### src/rtl/shift_sequencer.sv
// Multi-cycle shift sequencer: realises 0..63-bit logical-left / arithmetic-right
// shifts by chaining 8-bit and 1-bit steps of a four-op shift datapath.
module shift_sequencer #(
    parameter int WIDTH    = 64,
    parameter int BIG_STEP = 8,
    parameter int DIST_W   = 6
) (
    input  logic              clk,
    input  logic              areset,
    input  logic              cmd_valid,
    output logic              cmd_ready,
    input  logic [WIDTH-1:0]  cmd_data,
    input  logic              cmd_dir,
    input  logic [DIST_W-1:0] cmd_dist,
    output logic              res_valid,
    input  logic              res_ready,
    output logic [WIDTH-1:0]  q,
    output logic              busy
);

    typedef enum logic [1:0] {
        IDLE,
        SHIFT,
        DONE
    } state_t;

    localparam logic [DIST_W-1:0] BIG = DIST_W'(BIG_STEP);
    localparam logic [DIST_W-1:0] ONE = DIST_W'(1);

    state_t            state;
    state_t            state_next;
    logic [DIST_W-1:0] rem;
    logic [DIST_W-1:0] rem_next;
    logic [DIST_W-1:0] rem_stepped;
    logic              dir;
    logic              dir_next;
    logic [WIDTH-1:0]  q_next;
    logic [WIDTH-1:0]  shifted;
    logic              big_op;

    // Large steps are taken first so the step count is dist/8 + dist%8.
    assign big_op      = (rem >= BIG);
    assign rem_stepped = big_op ? (rem - BIG) : (rem - ONE);

    always_comb begin
        shifted = q;
        case ({dir, big_op})
            2'b00:   shifted = {q[WIDTH-2:0], 1'b0};
            2'b01:   shifted = {q[WIDTH-BIG_STEP-1:0], {BIG_STEP{1'b0}}};
            2'b10:   shifted = {q[WIDTH-1], q[WIDTH-1:1]};
            default: shifted = {{BIG_STEP{q[WIDTH-1]}}, q[WIDTH-1:BIG_STEP]};
        endcase
    end

    always_ff @(posedge clk or posedge areset) begin
        if (areset) begin
            state <= IDLE;
        end else begin
            state <= state_next;
        end
    end

    always_ff @(posedge clk or posedge areset) begin
        if (areset) begin
            q   <= '0;
            rem <= '0;
            dir <= 1'b0;
        end else begin
            q   <= q_next;
            rem <= rem_next;
            dir <= dir_next;
        end
    end

    always_comb begin
        state_next = state;
        q_next     = q;
        rem_next   = rem;
        dir_next   = dir;
        case (state)
            IDLE: begin
                if (cmd_valid) begin
                    q_next     = cmd_data;
                    rem_next   = cmd_dist;
                    dir_next   = cmd_dir;
                    state_next = (cmd_dist == '0) ? DONE : SHIFT;
                end
            end
            SHIFT: begin
                q_next   = shifted;
                rem_next = rem_stepped;
                if (rem_stepped == '0) begin
                    state_next = DONE;
                end
            end
            DONE: begin
                if (res_ready) begin
                    state_next = IDLE;
                end
            end
            default: state_next = IDLE;
        endcase
    end

    assign cmd_ready = (state == IDLE);
    assign res_valid = (state == DONE);
    assign busy      = (state != IDLE);

endmodule

### config.mk
export PLATFORM = sky130hd
export DESIGN_NAME = shift_sequencer
export DESIGN_NICKNAME = d
export VERILOG_FILES = /design/src/rtl/shift_sequencer.sv
export SDC_FILE = /design/constraint.sdc
export NUM_CORES = 1
export LEC_CHECK = 0
export CELL_PAD_IN_SITES_DETAIL_PLACEMENT = 0
export CELL_PAD_IN_SITES_GLOBAL_PLACEMENT = 1
export CORE_ASPECT_RATIO = 1.25
export CORE_UTILIZATION = 39
export CTS_BUF_LIST = sky130_fd_sc_hd__clkbuf_2
export CTS_CLUSTER_DIAMETER = 100
export DETAILED_ROUTE_END_ITERATION = 8
export HOLD_SLACK_MARGIN = 0.12
export PLACE_DENSITY = 0.83
export SKIP_LAST_GASP = 1
export SLEW_MARGIN = 20
export SYNTH_ARGS = -nofsm -noshare
export SYNTH_HDL_FRONTEND = slang
export SYNTH_SLANG_ARGS = --single-unit
### constraint.sdc
create_clock -name clk -period 2.85 [get_ports clk]
set_input_delay 0.4275 -clock clk [delete_from_list [all_inputs] [get_ports clk]]
set_output_delay 0.4275 -clock clk [all_outputs]
set_load 0.01 [all_outputs]
==> impl_metrics.json <==
{
  "ys_top_cells_by_area": "dfrtp_1, mux4_2, a221o_1",
  "grt_pass1_wl_um": 25040,
  "drtAntennaViolNets": 0,
  "grt_overflow": 0,
  "area_delta_synth_final_pct": 33.01,
  "ys.warnings.count": 0,
  "synth_top_cell_by_area": "dfrtp_1",
  "slowest_delay_ns": 0.65,
  "cts_hold_buf": 0,
  "yosysSeqAreaShare_pct": 36.37,
  "die_area_um2": 13340,
  "r2r_slack_ns": 0.70,
  "drt-total-wl_um": 15890,
  "hp-class": "in -> async",
  "setup_viol": 0,
  "num_rows": 46,
  "dp_hpwl_um": 10820,
  "power_density_nw_per_um2": 1273,
  "finalSetupTns_ns": 0,
  "finalWorstSetupSlack_ns": 0.5257,
  "die_h_um": 128.9,
  "antenna_found_initial": 1,
  "cp_max_fo": 12,
  "num_vias": 4657,
  "worst_ep_arrival_time_ns": 1.90,
  "worstSkewPairLatency_ns": 0.52,
  "drive_gt1_share_pct": 16.73,
  "p_total_w": 0.008506,
  "port_buffers": 141,
  "cp_cell_sequence": "nor2b_1, clkdlybuf4s50_1",
  "via_per_inst": 6.371,
  "clockBufferDepth": 2,
  "timing.rr.start": "rem[3]",
  "reg2reg_to": "q[52]",
  "worstPathRequired_ns": 2.42,
  "route.detailed.drc": 0,
  "cts_num_sinks": 73,
  "dp_slack_ns": 0.7094,
  "crit_path_start": "state[1]",
  "cts_made_buffers": 9,
  "wire_per_inst_um": 21.74,
  "post-cts-setup-buffer-count": 0,
  "critPathKind": "reg -> out",
  "reg2reg_depth": 4,
  "rsz0062_at_grt": "no",
  "outcome": "complete, no violations",
  "cp-end-kind": "primary output",
  "die_x_um": 103.5,
  "cts_max_level": 3,
  "slew_headroom_pct": 46.41,
  "path_clk_slew_ns": 0.21,
  "io_pins": 142,
  "drtIter0Drc": 404,
  "grt_pass1_vias": 4455,
  "nets": 636,
  "syn-instance-count": 440,
  "grt_max_degree": 75,
  "tritoncts": "yes",
  "core_area_um2": 12600,
  "worstMarginPinSlew_ns": 0.8039,
  "maxSlewViolCount": 0,
  "period_needed_ns": 2.324,
  "syn_area_per_cell_um2": 11.41,
  "max_freq_ghz": 0.4302,
  "synth_fp_nets": 519,
  "p_leak_nw": 2.476,
  "drv_cap": 0,
  "syn_area_um2": 5022,
  "yosys_register_bits": 73,
  "fin_crit_sh_pct": 81.56,
  "cts-resized-gates": 0,
  "grtUsageTotal_pct": 24.10,
  "fin_skew_ns": 0.02253,
  "max-vdd-ir-drop_uv": 632.1,
  "drtPass1Iterations": 5,
  "place_congestion": 0.8185,
  "start_util_pct": 39.85,
  "crit_path_start_kind": "flop",
  "cts_root_buf": "clkbuf_2",
  "slowest_stage": "dfrtp_1",
  "netlist.area_leader.share_pct": 36.37,
  "finalHoldViolCount": 0,
  "synth.distinct_cells": 45
}
[cells in the mapped netlist, drive strengths merged]
| master | instances |
|---|---|
| a2111oi | 1 |
| a211o | 1 |
| a21o | 7 |
| a21oi | 16 |
| a221o | 47 |
| a221oi | 3 |
| a22oi | 1 |
| a311oi | 1 |
| a31oi | 12 |
| and2 | 1 |
| and3 | 2 |
| buf | 18 |
| clkbuf | 32 |
| dfrtp | 73 |
| ha | 4 |
| inv | 9 |
| mux2 | 5 |
| mux2i | 2 |
| mux4 | 47 |
| nand2 | 32 |
| nand2b | 2 |
| nand3 | 9 |
| nor2 | 11 |
| nor2b | 4 |
| nor3 | 3 |
| nor3b | 48 |
| o211ai | 1 |
| o21ai | 16 |
| o21bai | 1 |
| o221a | 5 |
| o221ai | 1 |
| o22a | 1 |
| o22ai | 2 |
| o2bb2ai | 1 |
| o311a | 1 |
| o32a | 1 |
| o32ai | 2 |
| or2b | 1 |
| or3 | 14 |
| or4 | 1 |
| or4b | 1 |
[cell families (layout without fill, tap and decap cells)]
| group | after synthesis | count (layout) | synth area share [%] |
|---|---|---|---|
| AO/OA/AOI/OAI | 121 | 121 | 19.36 |
| other | 0 | 1 | 0 |
| AND/OR/NAND/NOR | 129 | 129 | 15.05 |
| buffers and inverters | 59 | 181 | 5.630 |
| multiplexers | 54 | 54 | 22.60 |
| adder cells (fa/ha/maj) | 4 | 4 | 0.9966 |
| flip-flops | 73 | 73 | 36.37 |
[per-stage QoR]
step	instances	utilization (%)	area, um2	hold slack, ns
2_1_floorplan	440	-	5022	0.4958
5_1_grt	731	53.00	6680	0.2830
3_3_place_gp	714	52.34	6598	0.5345
4_1_cts	730	52.98	6678	0.2526
3_5_place_dp	714	52.34	6598	0.5690
6_report	731	53.00	6680	0.2535
[state kept, by name (all words and copies together), names as in the netlist]
name,count
state,2
rem,6
dir,1
q,64
[layer usage]
layer	routed length (um)	up-vias	global-route usage (%)
met5	0	-	0
met4	435	0	9.804
met3	1144	33	4.002
met2	7829	268	39.44
met1	6481	2341	32.11
li1	-	2015	-
[layout by cell type, fill, tap and decap left out, types with 3 or more instances in the layout]
cell type,synthesis,routed
clkdlybuf4s50_1,0,141
dfrtp_1,73,71
nor3b_1,48,48
mux4_2,47,47
a221o_1,47,47
nand2_1,32,32
a21oi_1,16,16
o21ai_0,16,16
or3_1,14,14
a31oi_1,12,12
clkbuf_2,0,12
nor2_1,11,11
buf_4,1,10
nand3_1,9,9
inv_1,9,8
a21o_1,7,7
mux2_2,5,5
o221a_2,5,5
buf_12,0,5
ha_1,4,4
nor2b_1,4,3
a221oi_1,3,3
[report_power, final]
group / total, W / internal, W / leakage (nW) / switching (W)
Combinational: 0.00532 / 0.00311 / 1.54 / 0.00221
Clock: 0.000496 / 0.000119 / 0.0570 / 0.000377
Sequential: 0.00269 / 0.00160 / 0.883 / 0.00109
[how the worst max path moves through the flow]
| stage | to | slack (ns) | cells past startpoint |
|---|---|---|---|
| 6_report | res_valid | 0.53 | 2 |
| 5_1_grt | busy | 0.42 | 3 |
| 4_1_cts | cmd_ready | 0.48 | 2 |
| 3_5_place_dp | q[52] | 0.71 | 4 |
| 3_3_place_gp | q[0] | 0.76 | 6 |
| 2_1_floorplan | dir | 0.57 | 1 |
[worst max-delay path: cells and delay by family, from the launching register on]
kind,cells,cell delay [ns]
AND/OR/NAND/NOR,1,0.19
buffers and inverters,1,0.54
flip-flops,1,0.65
[area by class of cell]
cell class | count | area (um2)
diodes | 1 | 2.502
clock buffers | 12 | 60.06
inverters | 9 | 33.78
clock inverters | 4 | 20.02
fillers | 1074 | 5924
well taps | 168 | 210.2
flip-flops and latches | 73 | 1829
multi-input cells | 308 | 2938
repair buffers | 156 | 1587
Note: power is estimated with default switching activity, not from simulation.
==> edit 1, RTL diff (same flow settings) <==
Reset style: synchronous (`areset`), changed in 2 clocked blocks.
--- a/src/rtl/shift_sequencer.sv
+++ b/src/rtl/shift_sequencer.sv
@@ -53,5 +53,5 @@
     end
 
-    always_ff @(posedge clk or posedge areset) begin
+    always_ff @(posedge clk) begin
         if (areset) begin
             state <= IDLE;
@@ -61,5 +61,5 @@
     end
 
-    always_ff @(posedge clk or posedge areset) begin
+    always_ff @(posedge clk) begin
         if (areset) begin
             q   <= '0;
Function: differs if areset is asserted again (counterexample within 4 cycles, from zero or initial values and one cycle with areset high); with areset held inactive, the same outputs for 10 cycles.
==> edit 1 against the original RTL <==
  * Die area up 0.32%
  * Critical path depth up 1
  * Cell area up 0.56%
  * Synthesized cell count up 29%
  * Setup slack worse by 0.13 ns
  * Routed wire length up 7.1%
  * Sequential cell count unchanged
  * Synthesized area up 0.32%
  * Power down 35%
  * Highest routed layer unchanged
==> edit 1: results (changes against the original RTL) <==
Clock tree
  • Clock transition at path regs: 0.19 ns (-0.02 ns)

Detailed routing
  • DR iter-0 viols: 408 (+0.99%)
  • Drt total wl: 17000 um (+7.1%)

Power and ir drop
  • P_sw: 2.32 mW (-37%)
  • Clock Power Share: 0.140 (+0.082)
  • Leakage power figure: 2.49 nW (+0.57%)
  • Worst ir drop on vdd: 0.404 mV (-36%)

Global route
  • Vias in the first global route: 4976 (+12%)
  • Total track usage: 0.255 (+0.0142)
  • First-pass GRT wire length: 27000 um (+7.7%)
  • Largest net degree at the start of global routing: 35 (-53%)

Setup path
  • Crit path DAT: 2.03 ns (+0.13 ns)
  • Critical path startpoint: state[1]
  • CP Max Fanout: 14 (+2)
  • FF-to-FF Start: rem[5]
  • Worst Reg-to-Reg Cells: 5 (+1)
  • Worst r2r dst: q[57]

Logic synthesis
  • Register area share after synthesis: 0.290 (-0.0737)
  • Synth area leaders: dfxtp_1 (29%), mux4_2 (14%), nand2_1 (5.5%)

Hold path
  • Hold crit path type: input port to register

STA
  • Worst Tran Pin Value: 0.597 ns (-0.207 ns)
  • Clock Skew: 0.0174 ns (-0.00509 ns)

Place
  • Hpwl dp: 11900 um (+10%)

Outcome
  • Outcome: finished clean

Cells and area
  • Number of diodes: 0 (-1)
edit 1: changes by cell type after synthesis, sizes merged, moves of 15 or more:
| cell | before | now |
|---|---|---|
| a21oi | 16 | 55 |
| dfxtp | 0 | 73 |
| nand2 | 32 | 74 |
| nor2 | 11 | 41 |
| nor3b | 48 | 1 |
| and3 | 2 | 30 |
| o21ai | 16 | 41 |
| a211oi | 0 | 18 |
| dfrtp | 73 | 0 |
| a221o | 47 | 5 |
| mux4 | 47 | 32 |
| mux2i | 2 | 23 |
edit 1: final cells by class:
class	count	area, um2	share of cell area
clock buffers	9	45.0	0.00671
inverters	7	26.3	0.00391
repair buffers	165	1600	0.238
flip-flops and latches	73	1460	0.218
multi-input cells	428	3270	0.486
clock inverters	7	109	0.0162
well taps	168	210	0.0313
edit 1: kinds of logic (layout without fill, tap and decap cells):
logic type	count (synthesis)	count (layout)	synth area share
compound gates	179	179	0.245
mux	65	65	0.216
buf+inv	66	188	0.0661
flops	73	73	0.290
fa+ha+maj	4	4	0.00993
simple gates	179	179	0.172
xor+xnor	1	1	0.00174
edit 1: per-stage QoR:
stage               cells  setup slack (ns)  power, mW   util  hold slack [ns]
global route          857             0.339       5.85  0.531            0.352
finish                857             0.392       5.52  0.531            0.357
CTS                   857             0.349       5.52  0.531            0.321
global placement      841             0.491       4.71  0.518            0.503
detailed placement    841             0.416       4.76  0.518            0.497
floorplan             567              1.04       3.69      -            0.476
edit 1: worst max-delay path, cell delays in order, from the launching register on:
cell and delay [ns]:
dfxtp_1 0.65, nor2_1 0.19, inv_1 0.10, clkdlybuf4s50_1 0.54
edit 1: metal layers:
layer	track usage	vias up	routed length [um]	share of wire
li1	-	2374	-	-
met2	0.429	239	8200	0.48
met4	0.101	0	374	0.022
met3	0.0367	32	1200	0.070
met1	0.334	2513	7250	0.43
met5	0	-	0	0
==> edit 2, RTL diff (config.mk and constraints unchanged) <==
Without the edit above. Set the parameter `WIDTH` to 68 (it was 64).
--- a/src/rtl/shift_sequencer.sv
+++ b/src/rtl/shift_sequencer.sv
@@ -2,5 +2,5 @@
 // shifts by chaining 8-bit and 1-bit steps of a four-op shift datapath.
 module shift_sequencer #(
-    parameter int WIDTH    = 64,
+    parameter int WIDTH    = 68,
     parameter int BIG_STEP = 8,
     parameter int DIST_W   = 6
Interface: changed (resized cmd_data and q); port bits go from 142 to 150. The function was not compared with the original's and may differ.
==> edit 2 against the original RTL <==
  * Setup slack lost 0.25 ns
  * Power grew 7.4%
  * Critical endpoint is now cmd_ready
  * Cell area grew 6.2%
  * First-iteration DRC count decreased by 27%
  * Synthesized area increased by 6.8%
  * Sequential cell count is 4 higher
  * Largest power group unchanged
  * Synthesized cell count decreased by 1.8%
  * Routed wire length grew 4.7%
  * Core utilization grew 0.15 points
==> edit 2: results (changes against the original RTL) <==
Outcome
  • Outcome: finished clean

Place
  • Post-place setup slack: 0.713 ns (+0.00404 ns)
  • Hpwl dp: 11600 um (+7.6%)
  • Total placed cells including tap cells: 715 (+0.14%)
  • Placed inst area: 6950 um2 (+5.3%)
  • Routability congestion estimate: 0.839 (+2.5%)
  • Port bufs: 149 (+5.7%)

Logic synthesis
  • Mean Syn Cell Area: 12.4 um2 (+8.7%)
  • Register area share after synthesis: 0.359 (-0.00433)
  • Synth Area in Compound Gates: 0.172 (-0.0216)
  • Mux contribution to synthesized area: 0.273 (+0.0466)
  • Synth unique cells: 48 (+6.7%)
  • Synth top cells by count: dfrtp_1 (77), nor3b_1 (51), a221o_1 (50)
  • Synth Net Count: 515 (-0.77%)
  • Adder-cell area share of the yosys netlist: 0.00933 (-0.000630)
  • Synth area leaders: dfrtp_1 (36%), mux4_2 (21%), a221o_1 (9.3%)
  • Top cell type's share of synthesized area: 0.359 (-0.00433)

Cells and area
  • Share of layout cells above drive strength 1: 0.167 (-0.000593)
  • Clk cell area share: 0.0206 (+0.00865)
  • Multi-input gates: 295 (-4.2%)
  • CLK BUF: 9 (-3)
  • Signal buffers: 162 (+3.8%)
  • Multi-input combinational area share: 0.440 (+0.000606)
  • Inverters: 10 (+1)
  • Fillcell total: 1143 (+6.4%)
  • Buffering overhead: 0.231 (-0.00646)
  • Final Non-Filler Cells: 729 (-0.27%)
  • Nets: 638 (+0.31%)
  • Largest regs: q (68), rem (6), state (2)
  • Seq/total area: 0.272 (-0.00152)
  • Number of diodes: 0 (-1)
  • FF+latch count: 77 (+5.5%)

Setup path
  • CP Max Fanout: 39 (+27)
  • Crit path DAT: 2.15 ns (+0.25 ns)
  • CP max stage delay: 0.70 ns (+0.05 ns)
  • Slowest cell on crit path: dfrtp_4

Power and ir drop
  • Tot Pwr: 9.13 mW (+7.4%)
  • Int Pwr: 5.35 mW (+11%)
  • Seq. pwr: 2.88 mW (+7%)
  • Worst ir drop on vdd: 0.520 mV (-18%)
  • Power Dens Cells: 1290 nW/um2 (+1.1%)
  • Leakage power figure: 2.66 nW (+7.3%)
  • Gate power share: 0.600 (-0.026)

Clock tree
  • CTS-repair resized insts: 0 (unchanged)
  • H-tree depth: 3 (unchanged)
  • Worst skew pair latency: 0.58 ns (+0.06 ns)
  • Clock transition at path regs: 0.23 ns (+0.02 ns)
  • Clk buf depth: 2 (unchanged)
  • Post-CTS setup buffer count: 0 (unchanged)

STA
  • Clock Skew: 0.0302 ns (+0.00766 ns)
  • Slew HR: 0.409 (-0.0548)

Detailed routing
  • Drt total wl: 16600 um (+4.7%)
  • DR iter-0 viols: 295 (-27%)
  • Via count of the routed design: 4638 (-0.41%)

Global route
  • Largest net degree at the start of global routing: 75 (unchanged)
  • Antenna violations before repair: 0 (-1)
  • Vias in the first global route: 4665 (+4.7%)
  • Total track usage: 0.243 (+0.00209)
  • First-pass GRT wire length: 26500 um (+5.8%)

Floorplanning
  • Num tapcells: 171 (+1.8%)
==> edit 2: cell types whose count changed in the layout (fill, tap and decap cells not counted), moves of 7 or more <==
cell,delta
or3_1,-10
clkdlybuf4s50_1,+8
mux4_1,+9
a31oi_1,-11
nor2_1,+15
nand3_1,-7
a21o_1,-7
nand2_1,-18
o32ai_1,+7
==> edit 2: path summary, 6_finish.rpt <==
path	startpoint	end	slack [ns]	depth (start not counted)
setup / recovery	state[0]	cmd_ready	0.28	2
max in group asynchronous	areset	q[54]	2.02	3
min in group clk	cmd_data[58]	q[58]	0.37	3
setup reg to reg	rem[3]	q[4]	0.71	4
hold / removal	areset	q[4]	0.16	2
hold reg to reg	rem[2]	rem[2]	0.60	1
==> edit 2: routing by layer <==
metal | track usage | part of all wire | up-vias
li1 | - | - | 2031
met1 | 0.333 | 0.42 | 2372
met2 | 0.397 | 0.49 | 206
met3 | 0.0347 | 0.062 | 29
met4 | 0.0807 | 0.027 | 0
met5 | 0 | 0 | -
